==> config.mk <==
export PLATFORM = sky130hd
export DESIGN_NAME = r200id_pipe
export DESIGN_NICKNAME = d
export VERILOG_FILES = /design/src/rtl/r200_pkg.sv /design/src/rtl/r200_gpr.sv /design/src/rtl/r200id_pipe.sv
export SDC_FILE = /design/constraint.sdc
export NUM_CORES = 2
export LEC_CHECK = 0
export ABC_CLOCK_PERIOD_IN_PS = 4680
export CAP_MARGIN = 20
export CORE_ASPECT_RATIO = 1.1
export CORE_MARGIN = 2
export CORE_UTILIZATION = 50
export DETAILED_ROUTE_END_ITERATION = 10
export PLACE_DENSITY = 0.75
export REMOVE_ABC_BUFFERS = 1
export SLEW_MARGIN = 20
export SYNTH_ARGS = -nofsm -noshare
export SYNTH_HDL_FRONTEND = slang
export SYNTH_SLANG_ARGS = --single-unit
==> constraint.sdc <==
create_clock -name clk -period 4.68 [get_ports clk]
set_clock_uncertainty 0.1 [all_clocks]
set_input_delay 0.468 -clock clk [delete_from_list [all_inputs] [get_ports clk]]
set_output_delay 0.468 -clock clk [all_outputs]
set_load 0.05 [all_outputs]
==> src/rtl/r200_pkg.sv <==
// r200 decode-stage shared definitions: opcodes, writeback select,
// ID/EX control record and immediate extraction helpers.
package r200_pkg;

  localparam logic [6:0] OPC_OP     = 7'b0110011;
  localparam logic [6:0] OPC_OPIMM  = 7'b0010011;
  localparam logic [6:0] OPC_LOAD   = 7'b0000011;
  localparam logic [6:0] OPC_STORE  = 7'b0100011;
  localparam logic [6:0] OPC_BRANCH = 7'b1100011;
  localparam logic [6:0] OPC_LUI    = 7'b0110111;
  localparam logic [6:0] OPC_JAL    = 7'b1101111;
  localparam logic [6:0] OPC_JALR   = 7'b1100111;

  typedef enum logic [1:0] {
    WB_ALU = 2'b00,
    WB_MEM = 2'b01,
    WB_PC4 = 2'b10
  } wbsel_t;

  // Control half of the ID/EX register; the XLEN-wide data fields live
  // beside it in the stage because a package struct cannot be parametrised.
  typedef struct packed {
    logic [4:0] rdaddr;
    logic [2:0] funct3;
    logic       regwr;
    logic       memwr;
    logic       isbr;
    logic       willjmp;
    logic       alu_cont;
    logic       illegal;
    logic       is_load;
    wbsel_t     wbsel;
  } idex_t;

  // Immediates are sign-extended to the widest supported XLEN (64);
  // callers narrow them with an XLEN'() cast.
  function automatic logic [63:0] imm_i(input logic [31:0] ins);
    return {{52{ins[31]}}, ins[31:20]};
  endfunction

  function automatic logic [63:0] imm_s(input logic [31:0] ins);
    return {{52{ins[31]}}, ins[31:25], ins[11:7]};
  endfunction

  function automatic logic [63:0] imm_b(input logic [31:0] ins);
    return {{51{ins[31]}}, ins[31], ins[7], ins[30:25], ins[11:8], 1'b0};
  endfunction

  function automatic logic [63:0] imm_u(input logic [31:0] ins);
    return {{32{ins[31]}}, ins[31:12], 12'b0};
  endfunction

  function automatic logic [63:0] imm_j(input logic [31:0] ins);
    return {{43{ins[31]}}, ins[31], ins[19:12], ins[20], ins[30:21], 1'b0};
  endfunction

endpackage

==> src/rtl/r200_gpr.sv <==
// r200 general-purpose register file: 2 combinational read ports, 1 write
// port, x0 hardwired to zero. Define R200_ID_WB_BYPASS_EN to forward a
// same-cycle write to the read ports.
module r200_gpr #(
  parameter int XLEN = 32,
  parameter int NREG = 32,
  localparam int RA_W = $clog2(NREG)
) (
  input  logic            clk,
  input  logic [RA_W-1:0] ra1,
  input  logic [RA_W-1:0] ra2,
  output logic [XLEN-1:0] rd1,
  output logic [XLEN-1:0] rd2,
  input  logic            wb_en,
  input  logic [RA_W-1:0] wb_addr,
  input  logic [XLEN-1:0] wb_data
);

  logic [XLEN-1:0] regs [NREG];
  logic            byp1, byp2;

`ifdef R200_ID_WB_BYPASS_EN
  assign byp1 = wb_en && (wb_addr == ra1);
  assign byp2 = wb_en && (wb_addr == ra2);
`else
  assign byp1 = 1'b0;
  assign byp2 = 1'b0;
`endif

  // Write port; entry 0 is never written so x0 stays architecturally zero.
  always_ff @(posedge clk) begin
    if (wb_en && (wb_addr != '0)) regs[wb_addr] <= wb_data;
  end

  // Read ports with x0 override and optional write forwarding.
  always_comb begin
    rd1 = (ra1 == '0) ? '0 : (byp1 ? wb_data : regs[ra1]);
    rd2 = (ra2 == '0) ? '0 : (byp2 ? wb_data : regs[ra2]);
  end

endmodule

==> src/rtl/r200id_pipe.sv <==
// r200 pipelined instruction-decode stage with valid/ready handshakes,
// load-use stalling, flush and illegal-opcode flag.
// Option macro: R200_ID_WB_BYPASS_EN (writeback forwarding instead of stall).
module r200id_pipe import r200_pkg::*; #(
  parameter int XLEN = 32,
  parameter int NREG = 32,
  localparam int RA_W = $clog2(NREG)
) (
  input  logic            clk,
  input  logic            rst_n,
  input  logic            in_valid,
  output logic            in_ready,
  input  logic [XLEN-1:0] in_pc,
  input  logic [31:0]     in_instrn,
  input  logic            flush,
  input  logic            wb_en,
  input  logic [RA_W-1:0] wb_addr,
  input  logic [XLEN-1:0] wb_data,
  output logic            out_valid,
  input  logic            out_ready,
  output logic [XLEN-1:0] out_pc,
  output logic [XLEN-1:0] out_op1,
  output logic [XLEN-1:0] out_op2,
  output logic [XLEN-1:0] out_rs2v,
  output logic [XLEN-1:0] out_brtarg,
  output logic [RA_W-1:0] out_rdaddr,
  output logic [2:0]      out_funct3,
  output logic            out_regwr,
  output logic            out_memwr,
  output logic            out_isbr,
  output logic            out_willjmp,
  output logic            out_alu_cont,
  output logic            out_illegal,
  output logic [1:0]      out_wbsel
);

  logic [6:0]      opcode;
  logic [RA_W-1:0] rs1_a, rs2_a, rd_a;
  logic [XLEN-1:0] rs1_v, rs2_v;

  idex_t           dec;
  logic [XLEN-1:0] d_op1, d_op2, d_rs2v, d_brtarg;
  logic            uses_rs2;

  idex_t           stage;
  logic [XLEN-1:0] s_pc, s_op1, s_op2, s_rs2v, s_brtarg;
  logic [RA_W-1:0] s_rd;

  logic            load_use, wb_conflict, hazard, advance, accept;

  assign opcode = in_instrn[6:0];
  assign rs1_a  = in_instrn[15 +: RA_W];
  assign rs2_a  = in_instrn[20 +: RA_W];
  assign rd_a   = in_instrn[7 +: RA_W];

  r200_gpr #(.XLEN(XLEN), .NREG(NREG)) u_gpr (
    .clk     (clk),
    .ra1     (rs1_a),
    .ra2     (rs2_a),
    .rd1     (rs1_v),
    .rd2     (rs2_v),
    .wb_en   (wb_en),
    .wb_addr (wb_addr),
    .wb_data (wb_data)
  );

  // Opcode decode: operands, branch target and control for the incoming instruction.
  always_comb begin
    dec        = '0;
    dec.rdaddr = in_instrn[11:7];
    dec.funct3 = in_instrn[14:12];
    dec.wbsel  = WB_ALU;
    d_op1      = '0;
    d_op2      = '0;
    d_rs2v     = '0;
    d_brtarg   = '0;
    uses_rs2   = 1'b0;
    case (opcode)
      OPC_OP: begin
        d_op1        = rs1_v;
        d_op2        = rs2_v;
        dec.regwr    = 1'b1;
        dec.alu_cont = in_instrn[30];
        uses_rs2     = 1'b1;
      end
      OPC_OPIMM: begin
        d_op1        = rs1_v;
        d_op2        = XLEN'(imm_i(in_instrn));
        dec.regwr    = 1'b1;
        dec.alu_cont = (in_instrn[14:12] == 3'b101) && in_instrn[30];
      end
      OPC_LOAD: begin
        d_op1       = rs1_v;
        d_op2       = XLEN'(imm_i(in_instrn));
        dec.regwr   = 1'b1;
        dec.is_load = 1'b1;
        dec.wbsel   = WB_MEM;
      end
      OPC_STORE: begin
        d_op1     = rs1_v;
        d_op2     = XLEN'(imm_s(in_instrn));
        d_rs2v    = rs2_v;
        dec.memwr = 1'b1;
        uses_rs2  = 1'b1;
      end
      OPC_BRANCH: begin
        d_op1    = rs1_v;
        d_op2    = rs2_v;
        d_brtarg = in_pc + XLEN'(imm_b(in_instrn));
        dec.isbr = 1'b1;
        uses_rs2 = 1'b1;
      end
      OPC_LUI: begin
        d_op1     = XLEN'(imm_u(in_instrn));
        dec.regwr = 1'b1;
      end
      OPC_JAL: begin
        d_brtarg    = in_pc + XLEN'(imm_j(in_instrn));
        dec.willjmp = 1'b1;
        dec.regwr   = 1'b1;
        dec.wbsel   = WB_PC4;
      end
      OPC_JALR: begin
        d_op1       = rs1_v;
        d_op2       = XLEN'(imm_i(in_instrn));
        dec.willjmp = 1'b1;
        dec.regwr   = 1'b1;
        dec.wbsel   = WB_PC4;
      end
      default: dec.illegal = 1'b1;
    endcase
    if (rd_a == '0) dec.regwr = 1'b0;
  end

  assign s_rd = stage.rdaddr[RA_W-1:0];

  // Stall conditions: load-use against the held LOAD, and (without
  // forwarding) a read colliding with this cycle's writeback.
  always_comb begin
    load_use = out_valid && stage.is_load && (s_rd != '0) &&
               ((s_rd == rs1_a) || (uses_rs2 && (s_rd == rs2_a)));
`ifdef R200_ID_WB_BYPASS_EN
    wb_conflict = 1'b0;
`else
    wb_conflict = wb_en && (wb_addr != '0) &&
                  ((wb_addr == rs1_a) || (uses_rs2 && (wb_addr == rs2_a)));
`endif
    hazard   = in_valid && (load_use || wb_conflict);
    advance  = !out_valid || out_ready;
    in_ready = advance && !hazard && !flush;
    accept   = in_valid && in_ready;
  end

  // ID/EX register: reset, flush and non-accepting advances all load a
  // cleared bubble; a stalled output simply holds.
  always_ff @(posedge clk) begin
    if (!rst_n || flush || (advance && !accept)) begin
      out_valid <= 1'b0;
      stage     <= '0;
      s_pc      <= '0;
      s_op1     <= '0;
      s_op2     <= '0;
      s_rs2v    <= '0;
      s_brtarg  <= '0;
    end else if (advance) begin
      out_valid <= 1'b1;
      stage     <= dec;
      s_pc      <= in_pc;
      s_op1     <= d_op1;
      s_op2     <= d_op2;
      s_rs2v    <= d_rs2v;
      s_brtarg  <= d_brtarg;
    end
  end

  assign out_pc       = s_pc;
  assign out_op1      = s_op1;
  assign out_op2      = s_op2;
  assign out_rs2v     = s_rs2v;
  assign out_brtarg   = s_brtarg;
  assign out_rdaddr   = s_rd;
  assign out_funct3   = stage.funct3;
  assign out_regwr    = stage.regwr;
  assign out_memwr    = stage.memwr;
  assign out_isbr     = stage.isbr;
  assign out_willjmp  = stage.willjmp;
  assign out_alu_cont = stage.alu_cont;
  assign out_illegal  = stage.illegal;
  assign out_wbsel    = stage.wbsel;

endmodule

==> impl_results.md <==
- Hold WC Path Type: in2reg
- CTS tree: built
- Worst-path clk slew: 0.06 ns
- GR Util All Layers: 29.0%
- Largest net degree at the start of global routing: 109
- First DRT Iteration DRCs: 4984
- Post-synth EDFFs: 1024
- Slew HR: 28.4%
- CP startpoint: in_instrn[4]
- First-pass GRT wire length: 236000 µm
- Worst vdd ir: 0.288 mV
- Post-CTS Setup Inserts: 0
- Ys Warns: 0
- Worst reg-to-reg setup slack: 1.87 ns
- Final wirelength: 164000 µm
- Clk root buf: clkbuf_16
- Die X: 321 µm
- Setup ws final: 0.541 ns
- Initial antenna violation count: 12
- Vias in the first global route: 33723
- Part of the cycle the worst path needs: 88.4%
- Static Leak: 0.0204 µW
- I/O pin count: 285
- Post-DP HPWL: 95300 µm
- Congestion Overflow GR: 0
- Worst Reg2Reg Path Length in Cells: 9
- CP Class: in2reg
- FP Rows: 127
- Worst R2R End: out_op1[1]
- Final setup vio count: 0
- CP arrival: 4.63 ns
- Vias per cell: 6.96
- Critical Path RT: 5.18 ns
- CTS sink cnt: 1201
- Vias: 33386
- Hold Fails Final Rpt: 0
- Fin util: 59.0%
- Yosys reg bits: 1201
- Synth unique cells: 67
- CP Capture Type: flop
- Clk_lat worst skew: 0.73 ns
- Startpoint types: primary input
- Post-synth top flop: edfxtp_1
- Final Slew Violations: 0
- Post-route ant nets: 0
- Cell taking the most area after synthesis: edfxtp_1
- Die extent in y: 352 µm
- MaxCap Viol Count: 0
- Fmax: 0.242 GHz
- Top cell type's share of synthesized area: 55.7%
- Area grow syn2layout: 16.7%
- Critical Path End: out_brtarg[30]
- Power Dens Cells: 368 nW/µm²
- Reg2reg start: out_rdaddr[1]
- Status: finished clean
- Initial core utilization: 50.5%
- Fin crit period: 4.14 ns
- CTS Buf Count: 117
- Seq/Total Area, Yosys: 62.2%
- Gate Count Post-Synth: 2945
- RSZ-0062 raised after global routing: no
- Die ar.: 113000 µm²
- # H-tree levels: 3
- CORE AREA: 109000 µm²
- Drt wl/cell: 34.1 µm
- Async SR Flop Fraction: 0%
- Fin Setup TNS: 0 ns
- Routability cong.: 0.881
- Share of cells above drive strength 1: 31.5%
- Place WS: -0.137 ns
- Post_cts resized: 0
- Synthesized cell area: 55200 µm²
- Worst-path maximum fanout: 13
- Syn_area_per_cell: 18.7 µm²
- Post-CTS Hold Buffers: 0
- Post-layout nets: 3412
- Hold slack: 0.146 ns
- Measured slew at the worst slew-check pin: 1.07 ns
- CTS max path bufs: 3
- IO Port Bufs: 284
- Pre-antenna DRT Iters: 7
- DRC Markers: 0
- Synth area leaders: edfxtp_1 56%, mux4_2 26%, dfxtp_1 6.4%
worst min-delay path by stage:
stage               cells past startpoint           start                end  slack [ns]
floorplan                               0      wb_data[0]   u_gpr.regs[0][0]        0.47
global placement                        2      out_pc[21]         out_pc[21]        0.34
detailed placement                      2  out_brtarg[13]     out_brtarg[13]        0.34
CTS                                     3        in_pc[0]          out_pc[0]        0.20
global route                            1      wb_data[9]  u_gpr.regs[15][9]        0.17
finish                                  1      wb_data[3]  u_gpr.regs[22][3]        0.15
power by group:
group | total (µW) | internal, µW | switching, µW
clock network | 9700 | 5600 | 4110
registers | 11800 | 11800 | 70.0
logic | 2170 | 996 | 1170
Yosys cell counts, drive strengths merged, types with 21 or more instances:
library cell  number
a22oi             56
a211oi            22
xnor2             22
a21oi             98
mux2i             21
ha                33
a221oi            21
buf              108
nand2            136
xor2              21
o21ai             32
dfxtp            177
mux2              49
nor2             182
clkbuf           123
mux4             640
nor3              34
edfxtp          1024
worst max-delay path, stage by stage:
cell	delay, ns
clkdlybuf4s50_1	0.50
nand3b_1	0.27
nor3_2	0.35
buf_4	0.29
mux2_2	0.36
ha_1	0.35
and4_1	0.24
o2111ai_1	0.29
a21oi_1	0.17
o21ai_0	0.42
a211oi_1	0.20
o41ai_1	0.45
xor2_1	0.18
o21ai_0	0.09
cell usage in the layout, fill, tap and decap left out, drive strengths merged, types with 6 or more instances in the layout:
cell / count
xnor2: 22
clkinv: 36
mux4: 640
dfxtp: 177
xor2: 21
a222oi: 6
clkbuf: 158
a22oi: 56
nand2: 136
nor2: 182
a21oi: 98
mux2: 49
buf: 139
edfxtp: 1024
ha: 33
nand3b: 7
nor3: 34
bufinv: 12
a211oi: 22
nand3: 15
o21ai: 32
nor2b: 8
conb: 32
o211ai: 6
a221oi: 21
clkdlybuf4s50: 268
nand2b: 10
clkinvlp: 8
inv: 15
mux2i: 21
a21o: 16
routing by layer:
metal	routed length [µm]	vias to the layer above	GRT usage, %
li1	-	13070	-
met4	6970	10	11.8
met3	18800	402	5.78
met2	80000	2475	47.5
met1	58000	17429	38.4
met5	56	-	0
sequential cells by signal (all words and copies together) (netlist names):
name,flops
out_funct3,3
out_rdaddr,5
out_op2,32
out_valid,1
out_rs2v,32
out_willjmp,1
out_isbr,1
out_alu_cont,1
out_wbsel,2
out_pc,32
out_op1,32
out_illegal,1
u_gpr.regs,1024
out_memwr,1
out_regwr,1
out_brtarg,32
area by class of cell:
type	instances	area [µm²]
Antenna cell	5	12.5
Clock buffer	158	3290
Clock inverter	63	658
Fill cell	7696	44800
Inverter	8	30.0
Multi-Input combinational cell	1536	20200
Sequential cell	1201	34300
Tap cell	1419	1780
Timing Repair Buffer	407	4110
cells by family after synthesis:
| group | after synthesis | synth area share (%) |
|---|---|---|
| xor gates and xnor gates | 43 | 0.683 |
| buffers and inverters | 239 | 1.97 |
| muxes | 710 | 27.5 |
| AOI/OAI and AO/OA | 294 | 3.58 |
| other | 1 | 0.00680 |
| adders and majority gates | 34 | 0.785 |
| DFF | 1201 | 62.2 |
| and+or+nand+nor | 423 | 3.31 |
per-stage QoR:
step | instances | area (µm²) | total power, µW
2_1_floorplan | 2745 | 54200 | 13200
3_3_place_gp | 4571 | 60400 | 14100
3_5_place_dp | 4571 | 60400 | 14200
4_1_cts | 4792 | 64400 | 23800
5_1_grt | 4796 | 64400 | 24300
6_report | 4797 | 64400 | 23700
Note: power is estimated with default switching activity, not from simulation.
==> edit 1: new RTL, same settings <==
`XLEN` is set to 32 in 2 places; all go to 16.
--- a/src/rtl/r200_gpr.sv
+++ b/src/rtl/r200_gpr.sv
@@ -2,7 +2,7 @@
 // port, x0 hardwired to zero. Define R200_ID_WB_BYPASS_EN to forward a
 // same-cycle write to the read ports.
 module r200_gpr #(
-  parameter int XLEN = 32,
+  parameter int XLEN = 16,
   parameter int NREG = 32,
   localparam int RA_W = $clog2(NREG)
 ) (
--- a/src/rtl/r200id_pipe.sv
+++ b/src/rtl/r200id_pipe.sv
@@ -2,7 +2,7 @@
 // load-use stalling, flush and illegal-opcode flag.
 // Option macro: R200_ID_WB_BYPASS_EN (writeback forwarding instead of stall).
 module r200id_pipe import r200_pkg::*; #(
-  parameter int XLEN = 32,
+  parameter int XLEN = 16,
   parameter int NREG = 32,
   localparam int RA_W = $clog2(NREG)
 ) (
Ports: changed (7 resized); port bits go from 285 to 173. The function was not compared with the original's and may differ.
==> edit 1 against the original RTL <==
- wire length down 48%
- clock power fell by 52%
- non-clock buffer count fell by 158
- fmax is 2.9% higher
- sequential cell count fell by 592
- total power fell by 50%
- final area down 48%
- worst setup slack gained 0.11 ns
- area after synthesis fell by 48%
- first-iteration DRC count fell by 47%
- combinational power down 49%
- count of clock-buffer cells in the layout fell by 89
- critical path type is now in -> out
==> edit 1: results (changes against the original RTL) <==
| Metric | Value |
|---|---|
| Buffers, non-clock | 249 (-39%) |
| Worst setup path end | in_ready |
| Netlist cell types | 68 (+1.5%) |
| Worst r2r path cells | 7 (-2) |
| Initial antenna violation count | 6 (-6) |
| Nets | 2057 (-40%) |
| R2R Path End | out_op2[13] |
| Clock network power share | 39.5% (-1.4 points) |
| GR Util All Layers | 28.2% (-0.87 points) |
| CP Data Arrival Time | 3.46 ns (-1.17 ns) |
| Hold_ws | 0.262 ns (+0.116 ns) |
| Fraction of layout cells with a size suffix above 1 | 22.4% (-9.1 points) |
| CP peak stage delay | 0.84 ns (+0.34 ns) |
| Clk_lat worst skew | 0.63 ns (-0.10 ns) |
| First-pass GRT wire length | 123 mm (-48%) |
| Port Buffers | 172 (-39%) |
| Placer Congestion | 0.903 (+2.4%) |
| Nonclk inv count | 9 (+1) |
| Pwr/cell area | 352 nW/um^2 (-4.5%) |
| Sequential area share after synthesis | 60.0% (-2.1 points) |
| Multi-input gates | 1040 (-32%) |
| Worst-margin pin slew | 1.09 ns (+0.0239 ns) |
| Antenna Cells | 2 (-3) |
| Crit. Startpoint | wb_addr[2] |
| Synth area leaders | edfxtp_1 (53%), mux4_2 (18%), dfxtp_1 (6.7%), mux2i_1 (4.1%), a211oi_1 (2.1%) |
| Routed len/inst | 30.5 microns (-11%) |
| Reg2reg setup slack | 2.06 ns (+0.19 ns) |
| Post-synth top cells | edfxtp_1 (512), mux4_2 (231), mux2i_1 (119) |
| Clock-cell share | 5.54% (-0.60 points) |
| H-Tree Depth | 2 (-1) |
| Final Non-Filler Cells | 2768 (-42%) |
| Largest net degree at the start of global routing | 98 (-10%) |
| Worst vdd ir | 283 uV (-1.8%) |
| Lkg Pwr | 10.9 nW (-47%) |
| Non-clock buffers, area share | 6.89% (+0.50 points) |
| Initial drt markers | 2632 (-47%) |
| Reg-to-reg startpoint | out_rdaddr[0] |
| Largest Register | u_gpr.regs |
| Num CTS Buffers | 58 (-50%) |
| Maximum fanout along the worst path | 10 (-3) |
| Clock buffers | 69 (-56%) |
| Drt first pass iters | 7 (unchanged) |
| Status | complete, no violations |
| Combinational Power Share | 9.5% (+0.3 points) |
| Cell family with most CP delay | buffers and inverters |
| Post-DP HPWL | 55.8 mm (-41%) |
| Hold Crit Start | wb_data[14] |
| DR vias | 19.0k (-43%) |
| Placed Cells | 2658 (-42%) |
| Seq area share | 51.9% (-1.4 points) |
| Mapped Cells | 1788 (-39%) |
| Internal cell power | 9.00 mW (-51%) |
| Layout filler cell count | 4218 (-45%) |
| Number of synthesized flops with an enable pin | 512 (-50%) |
[edit 1: cell types whose count changed after synthesis, moves of 20 or more]
cell / unedited run / this run
mux2i_1: 21 / 119
nand2_1: 136 / 35
a22oi_1: 56 / 76
a211oi_1: 22 / 79
edfxtp_1: 1024 / 512
nor2b_1: 8 / 37
mux4_2: 640 / 231
nor3_1: 34 / 7
clkbuf_1: 123 / 60
mux2_2: 49 / 6
nand3_1: 15 / 37
dfxtp_1: 177 / 97
nor2_1: 181 / 70
[edit 1: worst min path at each step]
stage	to
6_report	u_gpr.regs[0][14]
5_1_grt	u_gpr.regs[20][15]
4_1_cts	u_gpr.regs[10][4]
3_5_place_dp	out_brtarg[0]
3_3_place_gp	out_brtarg[0]
2_1_floorplan	u_gpr.regs[0][0]
[edit 1: per-layer routing]
metal	part of all wire [%]	GRT usage [%]	up-vias
li1	-	-	7768
met4	4.2	11.9	8
met3	11	6.60	247
met1	36	36.4	9638
met2	49	45.7	1350
met5	0.063	0	-
[edit 1: logic make-up (layout without fill, tap and decap cells)]
logic type	count (synthesis)	count (layout)	share of synthesized area [%]
xor+xnor	29	29	0.881
flops	609	609	60.0
compound gates	364	364	8.62
simple gates	260	260	4.82
buf+inv	154	365	2.55
fa+ha+maj	15	15	0.677
other cells	1	18	0.0130
mux	356	356	22.4
[edit 1: metrics by stage]
stage	setup WS [ns]	cell area, sq um
after detailed placement	0.370	31600
final	0.655	33400
after global placement	0.482	31600
after CTS	0.698	33400
after floorplan	-2.54	28200
after global routing	0.568	33400
[edit 1: worst register-to-register path, delay by kind of cell, from the launching register on]
| family | cells | cell delay [ns] |
|---|---|---|
| simple gates | 3 | 0.56 |
| compound gates | 2 | 0.46 |
| flops | 1 | 0.53 |
| buf+inv | 1 | 0.65 |
| xor+xnor | 1 | 0.17 |
==> edit 2: new RTL, same settings <==
Without the edit above. Remove the case item `OPC_BRANCH` of the case on `opcode`.
--- a/src/rtl/r200id_pipe.sv
+++ b/src/rtl/r200id_pipe.sv
@@ -103,13 +103,6 @@
         dec.memwr = 1'b1;
         uses_rs2  = 1'b1;
       end
-      OPC_BRANCH: begin
-        d_op1    = rs1_v;
-        d_op2    = rs2_v;
-        d_brtarg = in_pc + XLEN'(imm_b(in_instrn));
-        dec.isbr = 1'b1;
-        uses_rs2 = 1'b1;
-      end
       OPC_LUI: begin
         d_op1     = XLEN'(imm_u(in_instrn));
         dec.regwr = 1'b1;
Check against the original RTL: not equivalent (a bounded check fails within 4 cycles, from zero or initial values).
==> edit 2 against the original RTL <==
- global-route usage is 0.65 points lower
- wire length is 2.9% lower
- final area fell by 1.1%
- synthesized cell count fell by 1.4%
- critical endpoint is now in_ready
- critical path type is now in -> out
- worst setup slack gained 0.71 ns
- sequential cell count is 1 lower
- total power shrank 2.3%
- area after synthesis is 0.49% lower
==> edit 2: results (changes against the original RTL) <==
| Metric | Value |
|---|---|
| Status | complete, no violations |
| Switching power of the nets | 5.29 mW (-1.2%) |
| GR Util All Layers | 28.4% (-0.65 points) |
| Antenna Cells | 3 (-2) |
| CP Data Arrival Time | 2.86 ns (-1.77 ns) |
| Clock sinks | 1200 (-0.083%) |
| DRT Wirelength | 159 mm (-2.9%) |
| Clock group | 9.15 mW (-5.7%) |
| Rel. slew slack | 28.3% (-0.091 points) |
| Non-clock buffers, area share | 6.22% (-0.17 points) |
| XOR/XNOR Fraction of Synth Area | 0.750% (+0.067 points) |
| Register Area | 34300 sq um (about the same) |
| Fraction of layout cells with a size suffix above 1 | 30.8% (-0.74 points) |
| Initial drt markers | 4508 (-9.6%) |
| Clock buffers | 142 (-10%) |
| Post-DP Area | 60000 sq um (-0.67%) |
| Final Non-Filler Cells | 4730 (-1.4%) |
| Mapped Cells | 2903 (-1.4%) |
| DR vias | 32.5k (-2.8%) |
| Largest net degree at the start of global routing | 130 (+19%) |
| Clock network power share | 39.5% (-1.4 points) |
| Worst vdd ir | 279 uV (-3.3%) |
| Nets | 3347 (-1.9%) |
| Layout filler cell count | 7835 (+1.8%) |
| Maximum fanout along the worst path | 8 (-5) |
| Clk_lat worst skew | 0.70 ns (-0.03 ns) |
| Netlist cell types | 60 (-10%) |
| Vias in the first global route | 33.2k (-1.7%) |
| Nonclk inv count | 11 (+3) |
| DIE WIDTH | 320 microns (-0.24%) |
| Placer Congestion | 0.909 (+3.2%) |
| Mux contribution to synthesized area | 27.6% (+0.070 points) |
| CP peak stage delay | 0.54 ns (+0.04 ns) |
| Adder-cell share of the synthesized area | 0.720% (-0.064 points) |
| Post-synth top cells | edfxtp_1 (1024), mux4_2 (640), dfxtp_1 (176) |
| Port Buffers | 283 (-0.35%) |
| Buffers, non-clock | 389 (-4.4%) |
| Lkg Pwr | 20.1 nW (-1.7%) |
| Flop+latch power | 11.8 mW (about the same) |
| Fraction of area in multi-input gates | 31.4% (about the same) |
| Multi-input gates | 1492 (-2.9%) |
| Sequential area share after synthesis | 62.4% (+0.27 points) |
| Num CTS Buffers | 115 (-1.7%) |
| Finished Cell Area | 63700 sq um (-1.1%) |
## edit 2: cell types whose count changed after synthesis, sizes merged, moves of 10 or more
cell,before,now
a211oi,22,4
a21oi,98,82
a221oi,21,45
buf,108,98
clkbuf,123,134
mux2,49,60
mux2i,21,5
nand2,136,126
nor2,182,171
o21ai,32,22
## edit 2: metal layers
metal	GRT usage, %	part of all wire [%]	up-vias
met4	11.9	4.1	4
met5	0	0.016	-
met1	35.8	35	17000
li1	-	-	12900
met2	48.8	51	2124
met3	5.13	9.4	432
## edit 2: path summary, 6_finish.rpt
kind            startpoint             end  slack (ns)
max             wb_addr[0]        in_ready        1.25
min              in_pc[28]      out_pc[28]        0.29
max reg2reg  out_rdaddr[2]  out_brtarg[17]        1.70
min reg2reg     out_pc[22]      out_pc[22]        0.35
## edit 2: worst max-delay path: cells and delay by family
family	cells	cell delay [ns]
AO/OA/AOI/OAI	2	0.67
buffers and inverters	2	0.73
AND/OR/NAND/NOR	3	0.98
